<file path="src/rtl/tcdm_prio_scheduler_pkg.sv">
// Shared definitions for the TCDM priority scheduler: FSM state encoding,
// config register indices and CTRL register bit positions.
package tcdm_prio_scheduler_pkg;

   typedef enum logic [1:0] {
      ST_NORMAL  = 2'd0,
      ST_BOOST   = 2'd1,
      ST_HOLDOFF = 2'd2
   } state_e;

   localparam logic [1:0] REG_CTRL      = 2'd0;
   localparam logic [1:0] REG_MAX_STALL = 2'd1;
   localparam logic [1:0] REG_BOOST_LEN = 2'd2;
   localparam logic [1:0] REG_STATS     = 2'd3;

   localparam int CTRL_EN_BIT   = 0;
   localparam int CTRL_DFLT_BIT = 1;
   localparam int CTRL_POL_LSB  = 2;

endpackage

</file>
<file path="src/rtl/tcdm_prio_scheduler_if.sv">
// Config bus of the TCDM priority scheduler: single-cycle request with grant,
// response (valid + read data) one cycle later.
interface tcdm_prio_scheduler_if;

   logic        cfg_req_i;
   logic        cfg_wen_i;
   logic [1:0]  cfg_addr_i;
   logic [31:0] cfg_wdata_i;
   logic        cfg_gnt_o;
   logic        cfg_r_valid_o;
   logic [31:0] cfg_r_rdata_o;

   modport master (
      output cfg_req_i, cfg_wen_i, cfg_addr_i, cfg_wdata_i,
      input  cfg_gnt_o, cfg_r_valid_o, cfg_r_rdata_o
   );

   modport slave (
      input  cfg_req_i, cfg_wen_i, cfg_addr_i, cfg_wdata_i,
      output cfg_gnt_o, cfg_r_valid_o, cfg_r_rdata_o
   );

endinterface

</file>
<file path="src/rtl/tcdm_prio_scheduler_regs.sv">
// Register file and config port of the TCDM priority scheduler.
// Optional feature: define TCDM_PRIO_STATS_EN to implement the STATS boost
// event counter at address 3; without it address 3 reads 0 and ignores writes.
module tcdm_prio_scheduler_regs
   import tcdm_prio_scheduler_pkg::*;
#(
   parameter int CntWidth   = 8,
   parameter int StatsWidth = 16
) (
   input  logic                clk_i,
   input  logic                rst_i,
   tcdm_prio_scheduler_if.slave cfg,
   input  logic                boost_event,
   output logic                enable,
   output logic                default_hwpe_prio,
   output logic [1:0]          arb_policy,
   output logic [CntWidth-1:0] max_stall,
   output logic [CntWidth-1:0] boost_len,
   output logic                disable_wr
);

   logic        wr_en;
   logic        rd_en;
   logic [31:0] rd_value;
   logic        unused_wdata;

   assign wr_en        = cfg.cfg_req_i & ~cfg.cfg_wen_i;
   assign rd_en        = cfg.cfg_req_i &  cfg.cfg_wen_i;
   assign cfg.cfg_gnt_o = cfg.cfg_req_i;
   // A CTRL write that clears enable aborts any boost in the same cycle.
   assign disable_wr   = wr_en && (cfg.cfg_addr_i == REG_CTRL) && !cfg.cfg_wdata_i[CTRL_EN_BIT];
   assign unused_wdata = ^cfg.cfg_wdata_i;

`ifdef TCDM_PRIO_STATS_EN
   logic [StatsWidth-1:0] stats;

   // Boost event counter; a clearing write wins over a coincident event.
   always_ff @(posedge clk_i) begin
      if (rst_i) begin
         stats <= '0;
      end else if (wr_en && (cfg.cfg_addr_i == REG_STATS)) begin
         stats <= '0;
      end else if (boost_event && (stats != '1)) begin
         stats <= stats + 1'b1;
      end
   end
`else
   logic unused_event;
   assign unused_event = boost_event;
`endif

   // Configuration register writes.
   always_ff @(posedge clk_i) begin
      if (rst_i) begin
         enable            <= 1'b0;
         default_hwpe_prio <= 1'b0;
         arb_policy        <= 2'd0;
         max_stall         <= '0;
         boost_len         <= '0;
      end else if (wr_en) begin
         case (cfg.cfg_addr_i)
            REG_CTRL: begin
               enable            <= cfg.cfg_wdata_i[CTRL_EN_BIT];
               default_hwpe_prio <= cfg.cfg_wdata_i[CTRL_DFLT_BIT];
               arb_policy        <= cfg.cfg_wdata_i[CTRL_POL_LSB +: 2];
            end
            REG_MAX_STALL: max_stall <= cfg.cfg_wdata_i[CntWidth-1:0];
            REG_BOOST_LEN: boost_len <= cfg.cfg_wdata_i[CntWidth-1:0];
            default: ;
         endcase
      end
   end

   // Read mux; unimplemented bits read as zero.
   always_comb begin
      rd_value = '0;
      case (cfg.cfg_addr_i)
         REG_CTRL: begin
            rd_value[CTRL_EN_BIT]          = enable;
            rd_value[CTRL_DFLT_BIT]        = default_hwpe_prio;
            rd_value[CTRL_POL_LSB +: 2]    = arb_policy;
         end
         REG_MAX_STALL: rd_value[CntWidth-1:0] = max_stall;
         REG_BOOST_LEN: rd_value[CntWidth-1:0] = boost_len;
`ifdef TCDM_PRIO_STATS_EN
         REG_STATS:     rd_value[StatsWidth-1:0] = stats;
`endif
         default: ;
      endcase
   end

   // Response one cycle after each granted access; writes answer with 0.
   always_ff @(posedge clk_i) begin
      if (rst_i) begin
         cfg.cfg_r_valid_o <= 1'b0;
         cfg.cfg_r_rdata_o <= '0;
      end else begin
         cfg.cfg_r_valid_o <= cfg.cfg_req_i;
         cfg.cfg_r_rdata_o <= rd_en ? rd_value : '0;
      end
   end

endmodule

</file>
<file path="src/rtl/tcdm_prio_scheduler.sv">
// TCDM priority scheduler: watches how long the low-priority branch stalls
// and temporarily inverts the HWPE/core priority to avoid starvation.
// Optional feature: TCDM_PRIO_STATS_EN enables the STATS boost counter.
module tcdm_prio_scheduler
   import tcdm_prio_scheduler_pkg::*;
#(
   parameter int CntWidth   = 8,
   parameter int StatsWidth = 16
) (
   input  logic                 clk_i,
   input  logic                 rst_i,
   input  logic                 core_req_i,
   input  logic                 core_stall_i,
   input  logic                 hwpe_req_i,
   input  logic                 hwpe_stall_i,
   tcdm_prio_scheduler_if.slave cfg,
   output logic [1:0]           arb_policy_o,
   output logic                 hwpe_prio_o,
   output logic                 invert_prio_o
);

   logic                enable;
   logic                default_hwpe_prio;
   logic [1:0]          arb_policy;
   logic [CntWidth-1:0] max_stall;
   logic [CntWidth-1:0] boost_len;
   logic                disable_wr;
   logic                boost_event;

   state_e              state, state_next;
   logic [CntWidth-1:0] cnt, cnt_next;
   logic [CntWidth:0]   cnt_inc;
   logic [CntWidth-1:0] boost_len_eff;
   logic                lp_stall;
   logic                unused_req;

   function automatic logic [CntWidth-1:0] sat_inc(input logic [CntWidth-1:0] v);
      return (v == '1) ? v : v + 1'b1;
   endfunction

   tcdm_prio_scheduler_regs #(
      .CntWidth   (CntWidth),
      .StatsWidth (StatsWidth)
   ) u_regs (
      .clk_i             (clk_i),
      .rst_i             (rst_i),
      .cfg               (cfg),
      .boost_event       (boost_event),
      .enable            (enable),
      .default_hwpe_prio (default_hwpe_prio),
      .arb_policy        (arb_policy),
      .max_stall         (max_stall),
      .boost_len         (boost_len),
      .disable_wr        (disable_wr)
   );

   // The request lines only qualify the stall lines and are not needed here.
   assign unused_req    = core_req_i ^ hwpe_req_i;
   // The branch without default priority is the one that can starve.
   assign lp_stall      = default_hwpe_prio ? core_stall_i : hwpe_stall_i;
   // Extra bit so the compare still works once the counter saturates.
   assign cnt_inc       = {1'b0, cnt} + 1'b1;
   assign boost_len_eff = (boost_len == '0) ? CntWidth'(1) : boost_len;

   // Next-state and counter logic; an enable-clearing write overrides all.
   always_comb begin
      state_next  = state;
      cnt_next    = cnt;
      boost_event = 1'b0;
      case (state)
         ST_NORMAL: begin
            if (!lp_stall) begin
               cnt_next = '0;
            end else if (enable && (max_stall != '0) && (cnt_inc >= {1'b0, max_stall})) begin
               state_next  = ST_BOOST;
               cnt_next    = '0;
               boost_event = 1'b1;
            end else begin
               cnt_next = sat_inc(cnt);
            end
         end
         ST_BOOST: begin
            if (cnt_inc >= {1'b0, boost_len_eff}) begin
               state_next = ST_HOLDOFF;
               cnt_next   = '0;
            end else begin
               cnt_next = sat_inc(cnt);
            end
         end
         ST_HOLDOFF: begin
            state_next = ST_NORMAL;
            cnt_next   = '0;
         end
         default: begin
            state_next = ST_NORMAL;
            cnt_next   = '0;
         end
      endcase
      if (disable_wr) begin
         state_next  = ST_NORMAL;
         cnt_next    = '0;
         boost_event = 1'b0;
      end
   end

   // State, counter and registered interconnect control outputs.
   always_ff @(posedge clk_i) begin
      if (rst_i) begin
         state         <= ST_NORMAL;
         cnt           <= '0;
         invert_prio_o <= 1'b0;
         hwpe_prio_o   <= 1'b0;
         arb_policy_o  <= 2'd0;
      end else begin
         state         <= state_next;
         cnt           <= cnt_next;
         invert_prio_o <= (state == ST_BOOST);
         hwpe_prio_o   <= (state == ST_BOOST) ? ~default_hwpe_prio : default_hwpe_prio;
         arb_policy_o  <= arb_policy;
      end
   end

endmodule
</file>
<file path="src/flat_wrapper.sv">
// flat-port wrapper written by rule: the top's interface ports become plain ports
module tcdm_prio_scheduler_flat import tcdm_prio_scheduler_pkg::*;
#(
   parameter int CntWidth   = 8,
   parameter int StatsWidth = 16
)
  (clk_i, rst_i, core_req_i, core_stall_i, hwpe_req_i, hwpe_stall_i, arb_policy_o, hwpe_prio_o, invert_prio_o, cfg_cfg_req_i, cfg_cfg_wen_i, cfg_cfg_addr_i, cfg_cfg_wdata_i, cfg_cfg_gnt_o, cfg_cfg_r_valid_o, cfg_cfg_r_rdata_o);
  tcdm_prio_scheduler_if cfg_i ();
  input  logic clk_i;
  input  logic rst_i;
  input  logic core_req_i;
  input  logic core_stall_i;
  input  logic hwpe_req_i;
  input  logic hwpe_stall_i;
  output logic [1:0] arb_policy_o;
  output logic hwpe_prio_o;
  output logic invert_prio_o;
  input wire logic [$bits(cfg_i.cfg_req_i)-1:0] cfg_cfg_req_i;
  input wire logic [$bits(cfg_i.cfg_wen_i)-1:0] cfg_cfg_wen_i;
  input wire logic [$bits(cfg_i.cfg_addr_i)-1:0] cfg_cfg_addr_i;
  input wire logic [$bits(cfg_i.cfg_wdata_i)-1:0] cfg_cfg_wdata_i;
  output wire logic [$bits(cfg_i.cfg_gnt_o)-1:0] cfg_cfg_gnt_o;
  output wire logic [$bits(cfg_i.cfg_r_valid_o)-1:0] cfg_cfg_r_valid_o;
  output wire logic [$bits(cfg_i.cfg_r_rdata_o)-1:0] cfg_cfg_r_rdata_o;
  assign cfg_i.cfg_req_i = cfg_cfg_req_i;
  assign cfg_i.cfg_wen_i = cfg_cfg_wen_i;
  assign cfg_i.cfg_addr_i = cfg_cfg_addr_i;
  assign cfg_i.cfg_wdata_i = cfg_cfg_wdata_i;
  assign cfg_cfg_gnt_o = cfg_i.cfg_gnt_o;
  assign cfg_cfg_r_valid_o = cfg_i.cfg_r_valid_o;
  assign cfg_cfg_r_rdata_o = cfg_i.cfg_r_rdata_o;
  tcdm_prio_scheduler #(.CntWidth(CntWidth), .StatsWidth(StatsWidth)) u_core (.clk_i(clk_i), .rst_i(rst_i), .core_req_i(core_req_i), .core_stall_i(core_stall_i), .hwpe_req_i(hwpe_req_i), .hwpe_stall_i(hwpe_stall_i), .cfg(cfg_i), .arb_policy_o(arb_policy_o), .hwpe_prio_o(hwpe_prio_o), .invert_prio_o(invert_prio_o));
endmodule
</file>
<file path="config.mk">
export PLATFORM = sky130hd
export DESIGN_NAME = tcdm_prio_scheduler_flat
export DESIGN_NICKNAME = d
export VERILOG_FILES = /design/src/rtl/tcdm_prio_scheduler_pkg.sv /design/src/rtl/tcdm_prio_scheduler_if.sv /design/src/rtl/tcdm_prio_scheduler_regs.sv /design/src/rtl/tcdm_prio_scheduler.sv /design/src/flat_wrapper.sv
export SDC_FILE = /design/constraint.sdc
export NUM_CORES = 1
export LEC_CHECK = 0
export BUFFER_PORTS_ARGS = -buffer_cell sky130_fd_sc_hd__clkbuf_2
export CAP_MARGIN = 20
export CORE_MARGIN = 2
export CORE_UTILIZATION = 41
export DETAILED_ROUTE_END_ITERATION = 10
export PLACE_DENSITY = 0.69
export SKIP_CTS_REPAIR_TIMING = 1
export SYNTH_ARGS = -nofsm -noshare
export SYNTH_HDL_FRONTEND = slang
export SYNTH_HIERARCHICAL = 1
export SYNTH_SLANG_ARGS = --single-unit
</file>
<file path="constraint.sdc">
create_clock -name clk_i -period 2.5 [get_ports clk_i]
set_input_delay 0.5 -clock clk_i [delete_from_list [all_inputs] [get_ports clk_i]]
set_output_delay 0.5 -clock clk_i [all_outputs]
set_load 0.05 [all_outputs]
</file>
==> reports/metrics.cfg, run 1 <==
[critical_path]
crit_end=u_core/cnt[1]
critPathBufInv=0
worstSetupStartpointType=flip-flop
reg2reg_depth=10
critPathMaxStageDelay_ps=380
cp_slowest_cell=dfxtp_4
cp.depth=10
crit_chain=ha_4 > nand2_1 > nor2_2 > xor2_1 > ha_1 > and3_1 > a221oi_2 > nand2_1 > o31a_4 > a21oi_1
critPathKind=flip-flop to flip-flop
r2r_end=u_core/cnt[1]
cp_top_family=compound AO/OA/AOI/OAI gates
timing.rr.start=u_core/cnt[0]
cp_common_cell=nand2_1
crit_fanout=8
cp.arrival_ps=2640
r2r_setup_slack_ps=90
critical_path.endpoint_type=flip-flop
crit_path_start=u_core/cnt[0]
crit_required_ps=2730

[global_route]
grt_overflow_total=0
antenna_found_initial=0
grt_max_degree=36
grt_util_all_layers_pct=15.78
grt_pass1_wl_um=7914
grt_pass1_vias=1728

[placement]
gp_congestion=0.7959
dp.cells=374
place_hpwl_um=3635
portBuffers=29

[timing]
slew_headroom_pct=60.39
fmax_mhz=415.2
timing.final.crit_share_pct=96.35
setup_viol=0
clock-skew-final_ps=9.576
period_needed_ps=2409
slew_viol_final=0
rsz0062_at_grt=yes
worst_pin_slew_ps=592.3
hold_viol=0
fin_hold_ws_ps=458.7

[clock_tree]
cts_tree=done
htree_num_levels=2
cts-root-buf=clkbuf_8
cts_inserted_buffers=5
clk_pin_slew_ps=80
cts_buffer_depth=2
clock_sinks=43
clk_latency_ps=310

[route]
wl_met1_um=2227
dr_wl_met3_um=298
ant_nets=0
drc=0
dr.pass1.iters=4
avgViaCountPerCell=4.854
routed-wl-met2_um=2263
drtIter0Drc=142
drt-total-wl_um=4849
vias=1859
top_layer_used=met4
wl_per_cell_um=12.66

[power]
power.leakage_nw=1.285
p_per_area_nw_per_um2=559.0
fin_total_pwr_w=0.001578
vdd_drop_max_v=0.0002263

[final_layout]
diodes=0
nets=370
drive_above_1_share_pct=22.08
area_delta_synth_final_pct=15.28
fill_cells=560
instances_no_fill=383
mostFrequentLayoutCell=dfxtp_1
final_cell_mix=38 x dfxtp_1, 30 x nand2b_1, 29 x clkbuf_2
final_util_pct=48.25

[job]
drv_cap=0

[floorplan]
die-area_um2=6606
io_pins=80
row_count=28
die_h_um=81.28
start_util_pct=41.85
core-area_um2=5851
die_width_um=81.28

[hold_path]
worstHoldPathType=input port to flip-flop

[synth]
ys_warn_count=6
syn_inst=265
netlist_area_um2=2449
syn_area_per_cell_um2=9.240

[outcome]
status=completed

## report_power, final
part | internal, W | switching, W
combinational | 0.0000927 | 0.000184
sequential | 0.000700 | 0.0000154
clock | 0.000329 | 0.000257
total | 0.00112 | 0.000456
## routing by layer
metal	up-vias	global-route usage, %
met5	-	0
met4	0	5.085
met3	5	4.333
met2	57	25.41
met1	854	20.37
li1	943	-
## sequential cells by signal, summed over array words and instances, names as in the netlist
| name | flops |
|---|---|
| u_core/u_regs/boost_len | 8 |
| u_core/u_regs/enable | 1 |
| u_core/u_regs/cfg.cfg_r_rdata_o | 8 |
| u_core/state | 2 |
| u_core/u_regs/max_stall | 8 |
| u_core/cnt | 8 |
| u_core/u_regs/arb_policy | 2 |
| u_core/hwpe_prio_o | 1 |
| u_core/invert_prio_o | 1 |
| u_core/arb_policy_o | 2 |
| u_core/u_regs/default_hwpe_prio | 1 |
| u_core/u_regs/cfg.cfg_r_valid_o | 1 |
## area by class of cell
| cell class | count | area, µm² | share of cell area, % |
|---|---|---|---|
| Timing Repair Buffer | 45 | 265.3 | 9.397 |
| Multi-Input combinational cell | 196 | 1413 | 50.04 |
| Clock buffer | 6 | 82.58 | 2.926 |
| Inverter | 16 | 60.06 | 2.128 |
| Sequential cell | 43 | 869.6 | 30.81 |
| Clock inverter | 2 | 38.79 | 1.374 |
| Tap cell | 75 | 93.84 | 3.324 |
## worst min-delay path by stage
stage	cells after the start	end	startpoint	slack, ps
2_1_floorplan	2	u_core/u_regs/arb_policy[0]	u_core/u_regs/arb_policy[0]	460
3_3_place_gp	2	u_core/u_regs/enable	u_core/u_regs/enable	480
3_5_place_dp	1	u_core/arb_policy_o[0]	u_core/u_regs/arb_policy[0]	480
4_1_cts	3	u_core/u_regs/max_stall[7]	cfg_cfg_wdata_i[7]	460
5_1_grt	3	u_core/u_regs/max_stall[6]	cfg_cfg_wdata_i[6]	470
6_report	3	u_core/u_regs/max_stall[6]	cfg_cfg_wdata_i[6]	460
## worst min-delay path, delay by kind of cell
kind,cells,cell delay (ps)
simple gates,1,80
buf+inv,1,80
mux,1,70
## metrics by stage
step                      setup WS [ps]  instance area (µm²)  setup TNS, ps
final                             91.27                 2823              0
after global routing             -34.61                 2823         -184.1
after CTS                        -127.6                 2766         -798.0
after detailed placement         -68.62                 2645         -305.7
after global placement           -2.038                 2645         -4.268
after floorplan                   95.15                 2535              0
(Power assumes the default switching activity.)
==> run 2, diff against run 1 <==
--- a/config.mk
+++ b/config.mk
@@ -5,6 +5,7 @@
 export SDC_FILE = /design/constraint.sdc
 export NUM_CORES = 1
 export LEC_CHECK = 0
+export ABC_AREA = 1
 export BUFFER_PORTS_ARGS = -buffer_cell sky130_fd_sc_hd__clkbuf_2
 export CAP_MARGIN = 20
 export CORE_MARGIN = 2
==> reports/metrics.cfg, run 2 <==
[critical_path]
crit_fanout=8
cp.arrival_ps=2510
critPathKind=flip-flop to flip-flop
timing.rr.start=u_core/cnt[0]
crit_end=u_core/cnt[5]
crit_path_start=u_core/cnt[0]
worstSetupStartpointType=flip-flop
crit_required_ps=2730
reg2reg_depth=15
r2r_setup_slack_ps=220
critical_path.endpoint_type=flip-flop
r2r_end=u_core/cnt[5]

[route]
drtIter0Drc=110
avgViaCountPerCell=4.513
drc=0
vias=2180
wl_per_cell_um=10.74
drt-total-wl_um=5187
ant_nets=0
dr.pass1.iters=4

[floorplan]
die-area_um2=7039
die_width_um=83.90
core-area_um2=6277
io_pins=80
start_util_pct=41.70
row_count=29
die_h_um=83.90

[final_layout]
multi_input_area_um2=1390
final_util_pct=45.23
nets=468
mostFrequentLayoutCell=nand2_1
diodes=0
area_delta_synth_final_pct=8.461
regArea_um2=862.1
fill_cells=659
drive_above_1_share_pct=15.27
final_cell_mix=86 x nand2_1, 62 x inv_1, 54 x nor2_1

[global_route]
antenna_found_initial=0
grt_pass1_wl_um=8866
grt_util_all_layers_pct=15.48
grt_max_degree=21
grt_pass1_vias=2020
grt_overflow_total=0

[power]
internal_power_w=0.0009688
pwr-share-seq_pct=50.3
p_per_area_nw_per_um2=500.9
comb_power_share_pct=19.0
p_sw_w=0.0004532
clkPwrFrac_pct=30.7
power.leakage_nw=1.505
switching_share_pct=31.87
vdd_drop_max_v=0.0002357

[timing]
fmax_mhz=438.8
hold_viol=0
timing.final.crit_share_pct=91.16
period_needed_ps=2279
clock-skew-final_ps=6.873
worst_pin_slew_ps=640.0
slew_headroom_pct=57.29
setup_ws_ps=221.0
rsz0062_at_grt=yes
slew_viol_final=0
setup_viol=0

[hold_path]
worstHoldPathType=flip-flop to flip-flop

[outcome]
status=completed

[clock_tree]
clk_latency_ps=300
cts_tree=done
htree_num_levels=2
cts-root-buf=clkbuf_8
cts_inserted_buffers=5
clock_sinks=43
cts_buffer_depth=2
clk_pin_slew_ps=80

[job]
drv_cap=0

[synth]
netlist_area_um2=2618
ys_warn_count=6
syn_inst=374
syn_area_per_cell_um2=6.999

[placement]
place_hpwl_um=4006
portBuffers=29
gp_congestion=0.8574
place_ws_ps=191.4

[run 2: changes by cell type in the layout (fill, tap and decap cells not counted), moves of 5 or more]
cell	delta
a21oi_1	+9
buf_4	-13
inv_1	+46
mux2i_1	-22
nand2_1	+80
nand2b_1	-30
nand3_2	+5
nor2_1	+33
nor2b_1	-5
o21ai_0	+8
[run 2: layer usage]
metal  GRT usage [%]  vias to the layer above  share of wire [%]
met5               0                        -                  0
met4           7.771                        0                2.2
met3           2.868                        7                3.8
met2           25.96                       44                 49
met1           18.90                      972                 45
li1                -                     1157                  -
[run 2: critical path, stage by stage (launching register included)]
cell     delay, ps
dfxtp_1        340
ha_2           200
nand2_2         60
nor2_4         160
nand2_1         90
xor2_1         150
inv_1           90
ha_1           310
a21o_1         170
nand3_2         70
nand2_1         60
nor2_2         110
nand3_2         80
nand2_2         80
nand2_4         80
a21oi_1        140
[run 2: stage by stage]
stage          cell area (µm²)  TNS (ps)  cells  hold slack (ps)  total power (W)
6_report                  2839         0    483            442.2         0.001422
5_1_grt                   2839    -1.417    483            466.7         0.001492
4_1_cts                   2825         0    482            437.8         0.001436
3_5_place_dp              2740         0    474            432.0        0.0009991
3_3_place_gp              2740         0    474            434.7        0.0009954
2_1_floorplan             2704         0    397            416.5        0.0009763
[run 2: layout make-up]
class | instances | share of cell area (%)
tap | 77 | 3.394
clock inverter | 2 | 0.4407
inverter | 63 | 8.374
timing repair buffer | 32 | 5.906
multi-input combinational | 260 | 48.96
clock buffer | 6 | 2.556
sequential | 43 | 30.37
[run 2: how the worst min path moves through the flow]
stage                                           start  depth (start not counted)  slack [ps]                         end
after global placement    u_core/u_regs/arb_policy[1]                          2         430      u_core/arb_policy_o[1]
after CTS                          cfg_cfg_wdata_i[6]                          3         440  u_core/u_regs/boost_len[6]
final                     u_core/u_regs/arb_policy[1]                          2         440      u_core/arb_policy_o[1]
after detailed placement  u_core/u_regs/arb_policy[1]                          2         430      u_core/arb_policy_o[1]
after global routing               cfg_cfg_wdata_i[4]                          3         470  u_core/u_regs/max_stall[4]
after floorplan           u_core/u_regs/arb_policy[0]                          2         420      u_core/arb_policy_o[0]
[run 2: power groups by stage]
| stage | Clock [W] | Combinational [W] | Sequential, W |
|---|---|---|---|
| finish | 0.000436 | 0.000271 | 0.000715 |
| global route | 0.000472 | 0.000302 | 0.000718 |
| CTS | 0.000452 | 0.000269 | 0.000715 |
| detailed placement | 0 | 0.000268 | 0.000731 |
| global placement | 0 | 0.000265 | 0.000731 |
| floorplan | 0 | 0.000240 | 0.000737 |
==> run 3, diff against run 2 <==
--- a/config.mk
+++ b/config.mk
@@ -11,7 +11,9 @@
 export CORE_MARGIN = 2
 export CORE_UTILIZATION = 41
 export DETAILED_ROUTE_END_ITERATION = 10
+export GPL_TIMING_DRIVEN = 0
 export PLACE_DENSITY = 0.69
+export RECOVER_POWER = 50
 export SKIP_CTS_REPAIR_TIMING = 1
 export SYNTH_ARGS = -nofsm -noshare
 export SYNTH_HDL_FRONTEND = slang
==> reports/metrics.cfg, run 3 (synthesized netlist as in run 2, its figures left out) <==
[critical_path]
crit_path_start=u_core/cnt[1]
reg2reg_depth=15
timing.rr.start=u_core/cnt[1]
critical_path.endpoint_type=flip-flop
crit_chain=ha_2 > nand2_2 > nor2_4 > nand2_1 > xor2_1 > inv_2 > ha_4 > a21o_1 > nand3_2 > nand2_1 > nor2_2 > nand3_2 > nand2_2 > nand2_4 > a21oi_1
r2r_end=u_core/cnt[0]
critPathKind=flip-flop to flip-flop
worstSetupStartpointType=flip-flop
crit_required_ps=2730
crit_fanout=8
cp.arrival_ps=2460
r2r_setup_slack_ps=260
cp_slowest_cell=dfxtp_2
critPathMaxStageDelay_ps=350

[placement]
gp_congestion=0.8707
place_hpwl_um=4206
place_ws_ps=31.63
dp.cells=503
portBuffers=29

[timing]
setup_viol=0
slew_headroom_pct=60.00
worst_pin_slew_ps=602.6
clock-skew-final_ps=2.547
hold_viol=0
fmax_mhz=447.4
period_needed_ps=2235
slew_viol_final=0
rsz0062_at_grt=no
setup_ws_ps=264.7
setup_tns_ps=0
timing.final.crit_share_pct=89.41

[route]
wl_per_cell_um=10.47
drc=0
drtIter0Drc=97
drt-total-wl_um=5369
avgViaCountPerCell=4.396
dr.pass1.iters=4
ant_nets=0
vias=2255

[floorplan]
die-area_um2=7039
start_util_pct=41.70
core-area_um2=6277
die_h_um=83.90
die_width_um=83.90
row_count=29
io_pins=80

[power]
p_sw_w=0.0004621
vdd_drop_max_v=0.0002697
p_per_area_nw_per_um2=478.0
internal_power_w=0.0009953
power.leakage_nw=1.599
clkPwrFrac_pct=30.2
pwr-share-seq_pct=49.1
comb_power_share_pct=20.7
switching_share_pct=31.71

[final_layout]
drive_above_1_share_pct=17.66
area_delta_synth_final_pct=16.49
final_cell_mix=86 x nand2_1, 61 x inv_1, 55 x nor2_1
mostFrequentLayoutCell=nand2_1
nets=498
diodes=0
instances_no_fill=513

[clock_tree]
cts-root-buf=clkbuf_8
clk_pin_slew_ps=80
cts_buffer_depth=2
cts_inserted_buffers=5
cts_tree=done
htree_num_levels=2
clock_sinks=43
clk_latency_ps=300

[global_route]
grt_pass1_wl_um=9142
grt_max_degree=14
antenna_found_initial=0
grt_util_all_layers_pct=15.89
grt_pass1_vias=2085
grt_overflow_total=0

[hold_path]
min_to=u_core/u_regs/max_stall[6]
worstHoldPathType=input port to flip-flop
worstHoldStart=cfg_cfg_wdata_i[6]
whs_path_depth=3

[job]
drv_cap=0

[outcome]
status=completed

-- run 3: layer usage --
layer  GRT usage (%)  vias to the layer above  share of wire, %
met4           4.545                        0               1.0
met3           3.462                        5               2.4
met5               0                        -                 0
met2           28.29                       24                50
li1                -                     1221                 -
met1           19.15                     1005                47
-- run 3: cell type report --
cell class	count	area, µm²
clock buffers	6	72.57
flip-flops and latches	43	865.8
multi-input cells	260	1406
well taps	77	96.34
fillers	642	3228
inverters	63	237.7
repair buffers	31	142.6
clock inverters	2	12.51
plain buffers	31	215.2
-- run 3: worst max-delay path: cells and delay by family (launching register included) --
family	cells	cell delay, ps
xor+xnor	1	180
fa+ha+maj	2	410
simple gates	9	810
buf+inv	1	90
flops	1	350
compound gates	2	300
-- run 3: power by group through the flow --
stage                     clock network, W  registers (W)  logic, W
after CTS                         0.000454       0.000717  0.000299
after global routing              0.000474       0.000718  0.000336
after floorplan                          0       0.000737  0.000240
final                             0.000440       0.000716  0.000301
after global placement                   0       0.000733  0.000295
after detailed placement                 0       0.000733  0.000298
-- run 3: through the flow --
step	util (%)	total power (W)	hold slack [ps]	cell area, µm²
2_1_floorplan	-	0.0009763	416.5	2704
3_3_place_gp	46.92	0.001028	438.8	2945
3_5_place_dp	46.92	0.001031	439.7	2945
4_1_cts	48.28	0.001471	439.9	3030
5_1_grt	48.57	0.001528	457.0	3049
6_report	48.57	0.001457	445.8	3049
-- run 3: worst max-delay path by stage --
stage,end,slack [ps],depth (start not counted)
floorplan,u_core/cnt[0],370,15
global placement,u_core/cnt[5],110,15
detailed placement,u_core/cnt[6],30,15
CTS,u_core/cnt[6],-3,15
global route,u_core/cnt[7],20,13
finish,u_core/cnt[0],260,15
